### src/rtl/serial_adder.sv
// Bit-serial unsigned adder: one full-adder cell plus a carry flop, LSB first.
// Result and carry-out are registered and held until the next operation completes.
module serial_adder #(
  parameter int WIDTH = 8
) (
  input  logic             clk,
  input  logic             rst_n,
  input  logic             start,
  input  logic [WIDTH-1:0] a,
  input  logic [WIDTH-1:0] b,
  output logic             busy,
  output logic             done,
  output logic [WIDTH-1:0] sum,
  output logic             cout
);

  localparam int CNT_W = (WIDTH > 1) ? $clog2(WIDTH) : 1;

  typedef enum logic [1:0] {
    IDLE = 2'd0,
    RUN  = 2'd1,
    DONE = 2'd2
  } state_t;

  state_t             state_q, state_d;
  logic [WIDTH-1:0]   a_q, a_d;
  logic [WIDTH-1:0]   b_q, b_d;
  logic [WIDTH-1:0]   acc_q, acc_d;
  logic [WIDTH-1:0]   sum_q, sum_d;
  logic [CNT_W-1:0]   cnt_q, cnt_d;
  logic               carry_q, carry_d;
  logic               cout_q, cout_d;
  logic               s_bit;
  logic               c_next;

  always_ff @(posedge clk or negedge rst_n) begin
    if (!rst_n) begin
      state_q <= IDLE;
      a_q     <= '0;
      b_q     <= '0;
      acc_q   <= '0;
      sum_q   <= '0;
      cnt_q   <= '0;
      carry_q <= 1'b0;
      cout_q  <= 1'b0;
    end else begin
      state_q <= state_d;
      a_q     <= a_d;
      b_q     <= b_d;
      acc_q   <= acc_d;
      sum_q   <= sum_d;
      cnt_q   <= cnt_d;
      carry_q <= carry_d;
      cout_q  <= cout_d;
    end
  end

  // The single full-adder cell shared by every bit position.
  assign s_bit  = a_q[0] ^ b_q[0] ^ carry_q;
  assign c_next = (a_q[0] & b_q[0]) | (a_q[0] & carry_q) | (b_q[0] & carry_q);

  always_comb begin
    state_d = state_q;
    a_d     = a_q;
    b_d     = b_q;
    acc_d   = acc_q;
    sum_d   = sum_q;
    cnt_d   = cnt_q;
    carry_d = carry_q;
    cout_d  = cout_q;
    case (state_q)
      IDLE: begin
        if (start) begin
          a_d     = a;
          b_d     = b;
          acc_d   = '0;
          carry_d = 1'b0;
          cnt_d   = '0;
          state_d = RUN;
        end
      end
      RUN: begin
        a_d     = a_q >> 1;
        b_d     = b_q >> 1;
        acc_d   = {s_bit, acc_q[WIDTH-1:1]};
        carry_d = c_next;
        cnt_d   = cnt_q + CNT_W'(1);
        // Last bit: publish the accumulator including the bit formed this cycle.
        if (cnt_q == CNT_W'(WIDTH - 1)) begin
          sum_d   = {s_bit, acc_q[WIDTH-1:1]};
          cout_d  = c_next;
          state_d = DONE;
        end
      end
      DONE: begin
        state_d = IDLE;
      end
      default: begin
        state_d = IDLE;
      end
    endcase
  end

  assign busy = (state_q != IDLE);
  assign done = (state_q == DONE);
  assign sum  = sum_q;
  assign cout = cout_q;

endmodule

### config.mk
export PLATFORM = sky130hd
export DESIGN_NAME = serial_adder
export DESIGN_NICKNAME = d
export VERILOG_FILES = /design/src/rtl/serial_adder.sv
export SDC_FILE = /design/constraint.sdc
export NUM_CORES = 1
export LEC_CHECK = 0
export CORE_MARGIN = 4
export CORE_UTILIZATION = 50
export DETAILED_ROUTE_END_ITERATION = 12
export PLACE_DENSITY = 0.75
export RECOVER_POWER = 100
export SLEW_MARGIN = 15
export SYNTH_ARGS = -nofsm -noshare
export SYNTH_HDL_FRONTEND = slang
export SYNTH_SLANG_ARGS = --single-unit
### constraint.sdc
create_clock -name clk -period 1.7 [get_ports clk]
set_input_delay 0.255 -clock clk [delete_from_list [all_inputs] [get_ports clk]]
set_output_delay 0.255 -clock clk [all_outputs]
set_load 0.005 [all_outputs]
==> results_dict.tcl, run 1 <==
set metrics [dict create \
    outcome "complete, no violations" \
    power_switching_mw 1.239 \
    die_h_um 70.08 \
    slew_violations 0 \
    grt_pass1_vias 1298 \
    grt_setup_unrepaired "no" \
    clk_pin_slew_ns 0.07 \
    synth_edf_count 0 \
    drive_gt1_share_pct 17.42 \
    antenna_found_initial 0 \
    synth_top_family_by_area "simple AND/OR/NAND/NOR gates" \
    drc 0 \
    fill_cells 321 \
    yosys.area.top_type "dfrtp_1" \
    syn_avg_cell_area_um2 13.38 \
    critPathMaxFanout 3 \
    cts_tree "built" \
    synthMuxAreaShare_pct 7.597 \
    drtAntennaViolNets 0 \
    setup_viol 0 \
    ioPinCount 30 \
    combPwrFrac_pct 40.2 \
    worst-setup-path-type "reg2out" \
    holdWs_ns 0.4930 \
    worst_pin_slew_ns 1.074 \
    leakagePower_nw 0.9843 \
    clock-sinks 38 \
    layout_common_cells "dfrtp_1, clkdlybuf4s50_1, inv_1, nor3b_1" \
    ys_warn_count 0 \
    seq_area_frac_synth_pct 49.35 \
    hold_path.class "reg2reg" \
    overflow 0 \
    powerDensity_nw_per_um2 1629 \
    clockBufferDepth 2 \
    start_util_pct 52.24 \
    final_common_cell "dfrtp_1" \
    relSlewSlack_pct 28.38 \
    hold_viol 0 \
    swShare_pct 33.41 \
    gp_congestion 0.7172 \
    num_rows 22 \
    synth_top_area_share_pct 49.35 \
    syn_area_um2 1927 \
    drt_iter0_markers 69 \
    total_power_mw 3.708 \
    antenna_cells 0 \
    synth-simple-area-share_pct 16.36 \
    synth_compound_area_share_pct 15.84 \
    htree_levels 2 \
    track_usage_pct 15.23 \
    synth_area_leaders "dfrtp_1, a211oi_2, mux2_4, nor4b_2, nor3b_1" \
    arrival_ns 1.36 \
    synth-async-reset-ratio_pct 100.0 \
    area_delta_synth_final_pct 18.18 \
    synth_xor_area_share_pct 0 \
    grt_pass1_wl_um 6044 \
    io_buffers 29 \
    grt_max_degree 27 \
    firstDrtPassIters 4 \
    synth_seq_cells 38 \
    synth_cell_type_count 28 \
    hpwl_um 2416 \
    startpoint "state_q[1]$_DFFE_PN0P_" \
    fmax_mhz 620.8 \
    rr_startpoint "state_q[1]$_DFFE_PN0P_" \
    vias 1241 \
    clockRootBuffer "clkbuf_8" \
    totalWireLength_um 3510 \
    fp.coreArea_um2 3689 \
    ir_drop_v 0.0009158 \
    final.setup_skew_ns 0.004467 \
    dp_slack_ns -0.04516 \
    intPower_mw 2.470 \
    drv_cap 0 \
    p_seq_share_pct 42.8 \
    hp-start "sum[6]$_DFFE_PN0P_" \
    period_minus_slack_ns 1.611 \
    die_area_um2 4911 \
    drt-wirelength-per-cell_um 15.53 \
    vias_per_cell 5.491 \
    finalCritPeriodShare_pct 94.75 \
    ys.flop_type "dfrtp_1" \
    layout.nets 199 \
    finalWorstSetupSlack_ns 0.08924 \
    syn_inst 144 \
    cts_buffers 5 \
    synth_fa_ha_area_share_pct 2.338 \
    insertion_delay_ns 0.28 \
    crit_path_end_kind "output port" \
    cp.required_ns 1.44 \
    p_clk_share_pct 17.0 \
    die_w_um 70.08 \
    start_kind "register" \
    utilization_pct 61.74 \
    synth_nets 166 \
    fin_setup_tns_ns 0 \
]
-- logic make-up (layout without fill, tap and decap cells) --
group                    count (synthesis)  count (layout)
AO/OA/AOI/OAI                           28              28
adder cells (fa/ha/maj)                  3               3
buffers and inverters                   29              63
flip-flops                              38              38
multiplexers                            10              10
AND/OR/NAND/NOR                         36              36
-- critical path: stages, from the launching register on --
cell and delay, ns:
dfrtp_1 0.40, clkbuf_1 0.14, or2_4 0.27, dlygate4sd2_1 0.26
-- flip-flops by register name (all words and copies together), names as in the netlist --
signal / flops
sum: 8
state_q: 2
cnt_q: 3
b_q: 8
carry_q: 1
acc_q: 7
a_q: 8
cout: 1
-- final timing paths --
check,endpoint,slack [ns],cells past startpoint
max in group asynchronous,state_q[0]$_DFFE_PN0P_,0.29,2
min in group asynchronous,sum[7]$_DFFE_PN0P_,0.69,2
max reg2reg,cnt_q[0]$_DFFE_PN0P_,0.14,4
max,busy,0.09,3
min reg2reg,sum[6]$_DFFE_PN0P_,0.49,1
min,sum[6]$_DFFE_PN0P_,0.49,1
-- final cells by class --
type / count / area (µm²) / share of cell area (%)
clock buffer: 6 / 82.58 / 3.626
clock inverter: 2 / 12.51 / 0.5495
inverter: 16 / 60.06 / 2.637
multi-input combinational: 77 / 730.7 / 32.09
sequential: 38 / 952.2 / 41.81
tap: 48 / 60.06 / 2.637
timing repair buffer: 39 / 379.1 / 16.65
-- layer usage --
metal  up-vias  track usage, %  part of all wire, %
met5         -               0                    0
met1       627           20.13                   46
met3         5           4.029                  4.1
li1        584               -                    -
met4         0           3.830                 0.88
met2        25           24.87                   49
-- per-stage QoR --
| stage | instance area [µm²] | cells |
|---|---|---|
| after CTS | 2361 | 225 |
| after global placement | 2246 | 215 |
| after global routing | 2277 | 226 |
| after floorplan | 1927 | 144 |
| after detailed placement | 2246 | 215 |
| final | 2277 | 226 |
-- Yosys cell counts, drive strengths merged (2+ instances only) --
cell / count
dfrtp: 38
inv: 16
nor4b: 14
a211oi: 12
buf: 12
nor3b: 12
a22o: 10
mux2: 10
nand2: 3
a221oi: 2
ha: 2
nand2b: 2
nor2b: 2
or2: 2
-- power groups by stage --
| stage | registers [mW] | logic (mW) | clock network (mW) |
|---|---|---|---|
| after CTS | 1.61 | 1.77 | 0.652 |
| after global routing | 1.65 | 1.67 | 0.692 |
| after floorplan | 1.55 | 1.32 | 0 |
| final | 1.59 | 1.49 | 0.630 |
| after global placement | 1.60 | 1.66 | 0 |
| after detailed placement | 1.63 | 1.73 | 0 |
-- timing repair --
| action | CTS | global route |
|---|---|---|
| setup endpoints to repair | 2 | 2 |
| setup buffers | 1 | 1 |
| endpoints found under the hold margin | 17 | 0 |
| hold buffers | 1 | 0 |
| resized for setup | 3 | 1 |
| pin swaps | 0 | 1 |
Note: power is estimated with default switching activity, not from simulation.
==> run 2: changes to the inputs <==
--- a/config.mk
+++ b/config.mk
@@ -8,7 +8,7 @@
 export CORE_MARGIN = 4
 export CORE_UTILIZATION = 50
 export DETAILED_ROUTE_END_ITERATION = 12
-export PLACE_DENSITY = 0.75
+export DONT_BUFFER_PORTS = 1
 export RECOVER_POWER = 100
 export SLEW_MARGIN = 15
 export SYNTH_ARGS = -nofsm -noshare
==> run 2 against run 1 <==
Net effect: clock skew grew 0.0028 ns; sequential power is essentially flat; critical endpoint is now sum[3]$_DFFE_PN0P_; routed wire length shrank 6.0%; critical path type is now reg2reg; final cell count shrank 13%; combinational power shrank 13%; hold slack lost 0.39 ns; largest power group unchanged; cell area shrank 12%.
==> results_dict.tcl, run 2 (synthesized netlist as in run 1, its figures left out) <==
set metrics [dict create \
    outcome "complete, no violations" \
    cts_buffers 5 \
    finalInstanceArea_um2 2007 \
    clock-sinks 38 \
    grt_pass1_vias 1110 \
    drc 0 \
    arrival_ns 1.69 \
    leakagePower_nw 0.8754 \
    final.setup_skew_ns 0.007304 \
    crit_path_end_kind "register" \
    drt_iter0_markers 107 \
    grt_pass1_wl_um 5754 \
    place_area_um2 1961 \
    start_kind "register" \
    hold_path.class "in2reg" \
    worst_pin_slew_ns 0.9422 \
    antenna_found_initial 0 \
    drt-wirelength-per-cell_um 16.84 \
    vias 1102 \
    whs_path_depth 2 \
    track_usage_pct 15.18 \
    layout_common_cells "dfrtp_1, inv_1, nor3b_1, nor4b_1" \
    total_power_mw 3.663 \
    hp-start "start" \
    firstDrtPassIters 4 \
    grt_setup_unrepaired "no" \
    cp_slowest_cell "dfrtp_1" \
    critPathMaxFanout 10 \
    crit_path_frequent_cell "ha_1" \
    fmax_mhz 660.8 \
    cts_tree "built" \
    drtAntennaViolNets 0 \
    relSlewSlack_pct 37.18 \
    clk_pin_slew_ns 0.07 \
    r2r_setup_slack_ns 0.19 \
    drv_cap 0 \
    num_rows 22 \
    ioPinCount 30 \
    grt_max_degree 39 \
    antenna_cells 0 \
    drive_gt1_share_pct 20.95 \
    endpoint "sum[3]$_DFFE_PN0P_" \
    clockBufferDepth 2 \
    cp.required_ns 1.87 \
    finalCritPeriodShare_pct 89.01 \
    cts_setup_buffers 0 \
    fin_setup_tns_ns 0 \
    slew_violations 0 \
    slowest_delay_ns 0.39 \
    final_common_cell "dfrtp_1" \
    cp_top_family "adder cells" \
    insertion_delay_ns 0.29 \
    overflow 0 \
    utilization_pct 54.41 \
    rr_startpoint "cnt_q[0]$_DFFE_PN0P_" \
    ir_drop_v 0.0007873 \
    cp.depth 5 \
    hpwl_um 2138 \
    htree_levels 2 \
    startpoint "cnt_q[0]$_DFFE_PN0P_" \
    worst-setup-path-type "reg2reg" \
    hold_viol 0 \
    die_area_um2 4911 \
    area_delta_synth_final_pct 4.156 \
    clockRootBuffer "clkbuf_8" \
    fp.coreArea_um2 3689 \
    setup_viol 0 \
    dp_slack_ns 0.1310 \
    finalWorstSetupSlack_ns 0.1868 \
    r2r-end "sum[3]$_DFFE_PN0P_" \
    powerDensity_nw_per_um2 1825 \
    layout.nets 169 \
    totalWireLength_um 3301 \
    vias_per_cell 5.622 \
    die_w_um 70.08 \
    start_util_pct 52.24 \
    cp_cell_sequence "ha_1, ha_1, nand3b_1, buf_12, mux2_1" \
    io_buffers 0 \
    critPathBufInv 1 \
    reg2reg_depth 5 \
    die_h_um 70.08 \
    period_minus_slack_ns 1.513 \
    gp_congestion 0.6791 \
]
==> run 2: cell count changes in the layout (fill, tap and decap cells not counted), moves of 3 or more <==
cell | previous run | this run
clkdlybuf4s50_1 | 18 | 0
a211oi_2 | 2 | 9
dlygate4sd3_1 | 10 | 1
nor4b_2 | 7 | 4
a211oi_1 | 10 | 3
nor4b_1 | 7 | 10
==> run 2: what timing repair did <==
item	in CTS	in global routing
hold buffers	2	0
endpoints found under the hold margin	38	0
gates resized for setup	0	1
endpoints found under the setup margin	0	1
==> run 2: cell type report <==
type / count / area (µm²)
fill: 343 / 1682
clock buffer: 7 / 76.32
clock inverter: 1 / 30.03
inverter: 16 / 60.06
multi-input combinational: 77 / 742.0
timing repair buffer: 9 / 87.58
sequential: 38 / 950.9
tap: 48 / 60.06
==> run 2: report_power, final <==
group | leakage [nW] | switching [mW] | internal [mW]
clock | 0.0524 | 0.308 | 0.439
sequential | 0.461 | 0.282 | 1.33
combinational | 0.362 | 0.620 | 0.684
total | 0.875 | 1.21 | 2.45
==> run 2: through the flow <==
step	cells	hold WS (ns)
floorplan	144	-0.04059
global placement	186	-0.03969
detailed placement	186	-0.03962
CTS	196	0.09425
global route	196	0.09631
finish	196	0.1031
==> run 2: routing by layer <==
metal	GRT usage, %	wire, µm	up-vias
met4	6.383	63	0
met3	6.187	196	6
li1	-	-	525
met2	20.88	1432	23
met1	20.95	1608	548
met5	0	0	-
==> run 2: worst min-delay path by stage <==
stage                                   to  slack, ns
global placement        sum[6]$_DFFE_PN0P_      -0.04
CTS                     a_q[7]$_DFFE_PN0P_       0.09
global route        state_q[0]$_DFFE_PN0P_        0.1
floorplan               a_q[0]$_DFFE_PN0P_      -0.04
finish                  a_q[7]$_DFFE_PN0P_       0.10
detailed placement      sum[7]$_DFFE_PN0P_      -0.04
==> run 3: changes to the inputs <==
--- a/config.mk
+++ b/config.mk
@@ -5,6 +5,7 @@
 export SDC_FILE = /design/constraint.sdc
 export NUM_CORES = 1
 export LEC_CHECK = 0
+export ABC_AREA = 1
 export CORE_MARGIN = 4
 export CORE_UTILIZATION = 50
 export DETAILED_ROUTE_END_ITERATION = 12
==> constraint.sdc (replaced) <==
create_clock -name clk -period 2 [get_ports clk]
set_input_delay 0.3 -clock clk [delete_from_list [all_inputs] [get_ports clk]]
set_output_delay 0.3 -clock clk [all_outputs]
set_load 0.005 [all_outputs]
==> run 3 against run 2 <==
Net effect: combinational power decreased by 17%; synthesized cell count up 51%; hold slack better by 0.053 ns; setup slack better by 0.19 ns; flip-flop and latch count did not move; critical endpoint is now a_q[1]$_DFFE_PN0P_; largest power group unchanged; highest routed layer unchanged.
==> results_dict.tcl, run 3 <==
set metrics [dict create \
    outcome "complete, no violations" \
    ir_drop_v 0.0007002 \
    ys.flop_type "dfrtp_1" \
    syn_inst 217 \
    vias 1300 \
    synth_nets 239 \
    p_seq_share_pct 43.7 \
    seqCellArea_um2 950.9 \
    rr_startpoint "state_q[0]$_DFFE_PN0P_" \
    critPathMaxFanout 15 \
    start_util_pct 53.22 \
    yosys.area.top_type "dfrtp_1" \
    finalWorstSetupSlack_ns 0.3780 \
    drt-wirelength-per-cell_um 12.67 \
    multiInputGateArea_um2 614.3 \
    cts_resized 0 \
    ioPinCount 30 \
    die_w_um 68.53 \
    r2r-end "a_q[1]$_DFFE_PN0P_" \
    synth_top_area_share_pct 51.91 \
    wl_met2_um 1605 \
    ys_top_cells_by_count "nand2_1, dfrtp_1, inv_1, nand3_1, o21ai_2" \
    fin_setup_tns_ns 0 \
    ctsHoldBuffers 2 \
    grt_pass1_wl_um 5823 \
    hold_path.class "in2reg" \
    fmax_mhz 616.5 \
    hp-start "a[7]" \
    insertion_delay_ns 0.29 \
    synth_seq_cells 38 \
    ys_warn_count 0 \
    drv_cap 0 \
    die_area_um2 4696 \
    synth_edf_count 0 \
    layout_common_cells "nand2_1, dfrtp_1, inv_1, nand3_1, o21ai_0" \
    synth_area_leaders "dfrtp_1, nand2_1, inv_1, o21ai_2, nand3_1" \
    final_common_cell "nand2_1" \
    clock-sinks 38 \
    relSlewSlack_pct 38.15 \
    power_switching_mw 1.178 \
    dp_slack_ns 0.5857 \
    overflow 0 \
    place_area_um2 1836 \
    swShare_pct 38.56 \
    start_kind "register" \
    fp.coreArea_um2 3442 \
    cts_tree "built" \
    r2r_setup_slack_ns 0.38 \
    antenna_cells 0 \
    drc 0 \
    seq_area_frac_synth_pct 51.91 \
    clockBufferDepth 2 \
    drt_iter0_markers 56 \
    reg2reg_depth 5 \
    syn_area_um2 1832 \
    topRoutingLayerUsed "met4" \
    synth-async-reset-ratio_pct 100.0 \
    area_delta_synth_final_pct 4.371 \
    cp.required_ns 2.23 \
    cts_buffers 5 \
    whs_path_depth 2 \
    leakagePower_nw 1.048 \
    crit_path_end_kind "register" \
    firstDrtPassIters 4 \
    wl_met3_um 205 \
    p_clk_share_pct 20.8 \
    grt_pass1_vias 1309 \
    gp_congestion 0.7770 \
    io_buffers 0 \
    vias_per_cell 4.869 \
    holdWs_ns 0.1558 \
    total_power_mw 3.055 \
    arrival_ns 1.85 \
    antenna_found_initial 0 \
    powerDensity_nw_per_um2 1598 \
    worst-setup-path-type "reg2reg" \
    grt_max_degree 39 \
    die_h_um 68.53 \
    track_usage_pct 16.89 \
    yosysMostFrequentCell "nand2_1" \
    min_delay_worst_endpoint "a_q[7]$_DFFE_PN0P_" \
    hpwl_um 2349 \
    grt_setup_unrepaired "no" \
    slew_violations 0 \
    period_minus_slack_ns 1.622 \
    clockRootBuffer "clkbuf_8" \
    intPower_mw 1.877 \
    synth_cell_type_count 21 \
    setup_viol 0 \
    wl_met1_um 1538 \
    finalCritPeriodShare_pct 81.10 \
    final.setup_skew_ns 0.002671 \
    worst_pin_slew_ns 0.9278 \
    combPwrFrac_pct 35.5 \
    fill_cells 339 \
    drive_gt1_share_pct 9.050 \
    hold_viol 0 \
    finalInstanceArea_um2 1912 \
    clk_pin_slew_ns 0.07 \
    htree_levels 2 \
    syn_avg_cell_area_um2 8.441 \
    cts_setup_buffers 0 \
    totalWireLength_um 3382 \
    num_rows 21 \
    drtAntennaViolNets 0 \
    layout.nets 242 \
]
-- run 3: cell count changes after synthesis, moves of 4 or more --
cell,delta
nand3_1,+19
mux2_4,-9
nor3b_1,-12
buf_2,-4
o21ai_1,+6
o21ai_2,+13
nor4b_2,-7
a22o_1,-9
a211oi_2,-12
inv_1,+20
nor4b_1,-7
nand2_1,+78
-- run 3: cell type report --
class                      instances  share of cell area (%)
clock buffer                       5                   3.599
clock inverter                     3                   2.094
inverter                          39                   7.788
multi-input combinational        131                   32.13
sequential                        38                   49.74
tap                               46                   3.010
timing repair buffer               5                   1.636
-- run 3: cell families after synthesis --
family | after synthesis | synth area share (%)
adder cells (fa/ha/maj) | 3 | 2.459
flip-flops | 38 | 51.91
AND/OR/NAND/NOR | 107 | 24.73
AO/OA/AOI/OAI | 21 | 8.606
buffers and inverters | 48 | 12.29
-- run 3: worst max-delay path, cell delays in order, from the launching register on --
cell and delay (ns):
dfrtp_1 0.45, clkbuf_2 0.27, o21ai_1 0.22, clkbuf_1 0.43
nand2_1 0.11, nand2_1 0.09
-- run 3: how the worst max path moves through the flow --
| stage | startpoint | to | slack (ns) | cells after the start |
|---|---|---|---|---|
| after floorplan | cnt_q[0]$_DFFE_PN0P_ | cout$_DFFE_PN0P_ | 0.76 | 6 |
| after global placement | state_q[1]$_DFFE_PN0P_ | b_q[2]$_DFFE_PN0P_ | 0.62 | 5 |
| after detailed placement | state_q[1]$_DFFE_PN0P_ | b_q[2]$_DFFE_PN0P_ | 0.59 | 5 |
| after CTS | state_q[0]$_DFFE_PN0P_ | done | 0.54 | 2 |
| after global routing | state_q[0]$_DFFE_PN0P_ | a_q[1]$_DFFE_PN0P_ | 0.22 | 5 |
| final | state_q[0]$_DFFE_PN0P_ | a_q[1]$_DFFE_PN0P_ | 0.38 | 5 |
-- run 3: metal layers --
| layer | vias up | GRT usage, % |
|---|---|---|
| li1 | 657 | - |
| met1 | 603 | 19.23 |
| met2 | 36 | 29.32 |
| met3 | 4 | 5.835 |
| met4 | 0 | 5.707 |
| met5 | - | 0 |
-- run 3: power groups by stage --
| stage | Sequential, mW | Combinational (mW) | Clock (mW) |
|---|---|---|---|
| 6_report | 1.34 | 1.08 | 0.636 |
| 5_1_grt | 1.38 | 1.28 | 0.691 |
| 4_1_cts | 1.34 | 1.23 | 0.655 |
| 2_1_floorplan | 1.29 | 1.06 | 0 |
| 3_3_place_gp | 1.34 | 1.16 | 0 |
| 3_5_place_dp | 1.35 | 1.21 | 0 |
-- run 3: through the flow --
step | std cells | utilization, %
6_report | 267 | 55.54
4_1_cts | 267 | 57.36
5_1_grt | 267 | 55.54
2_1_floorplan | 217 | -
3_5_place_dp | 257 | 53.33
3_3_place_gp | 257 | 53.33
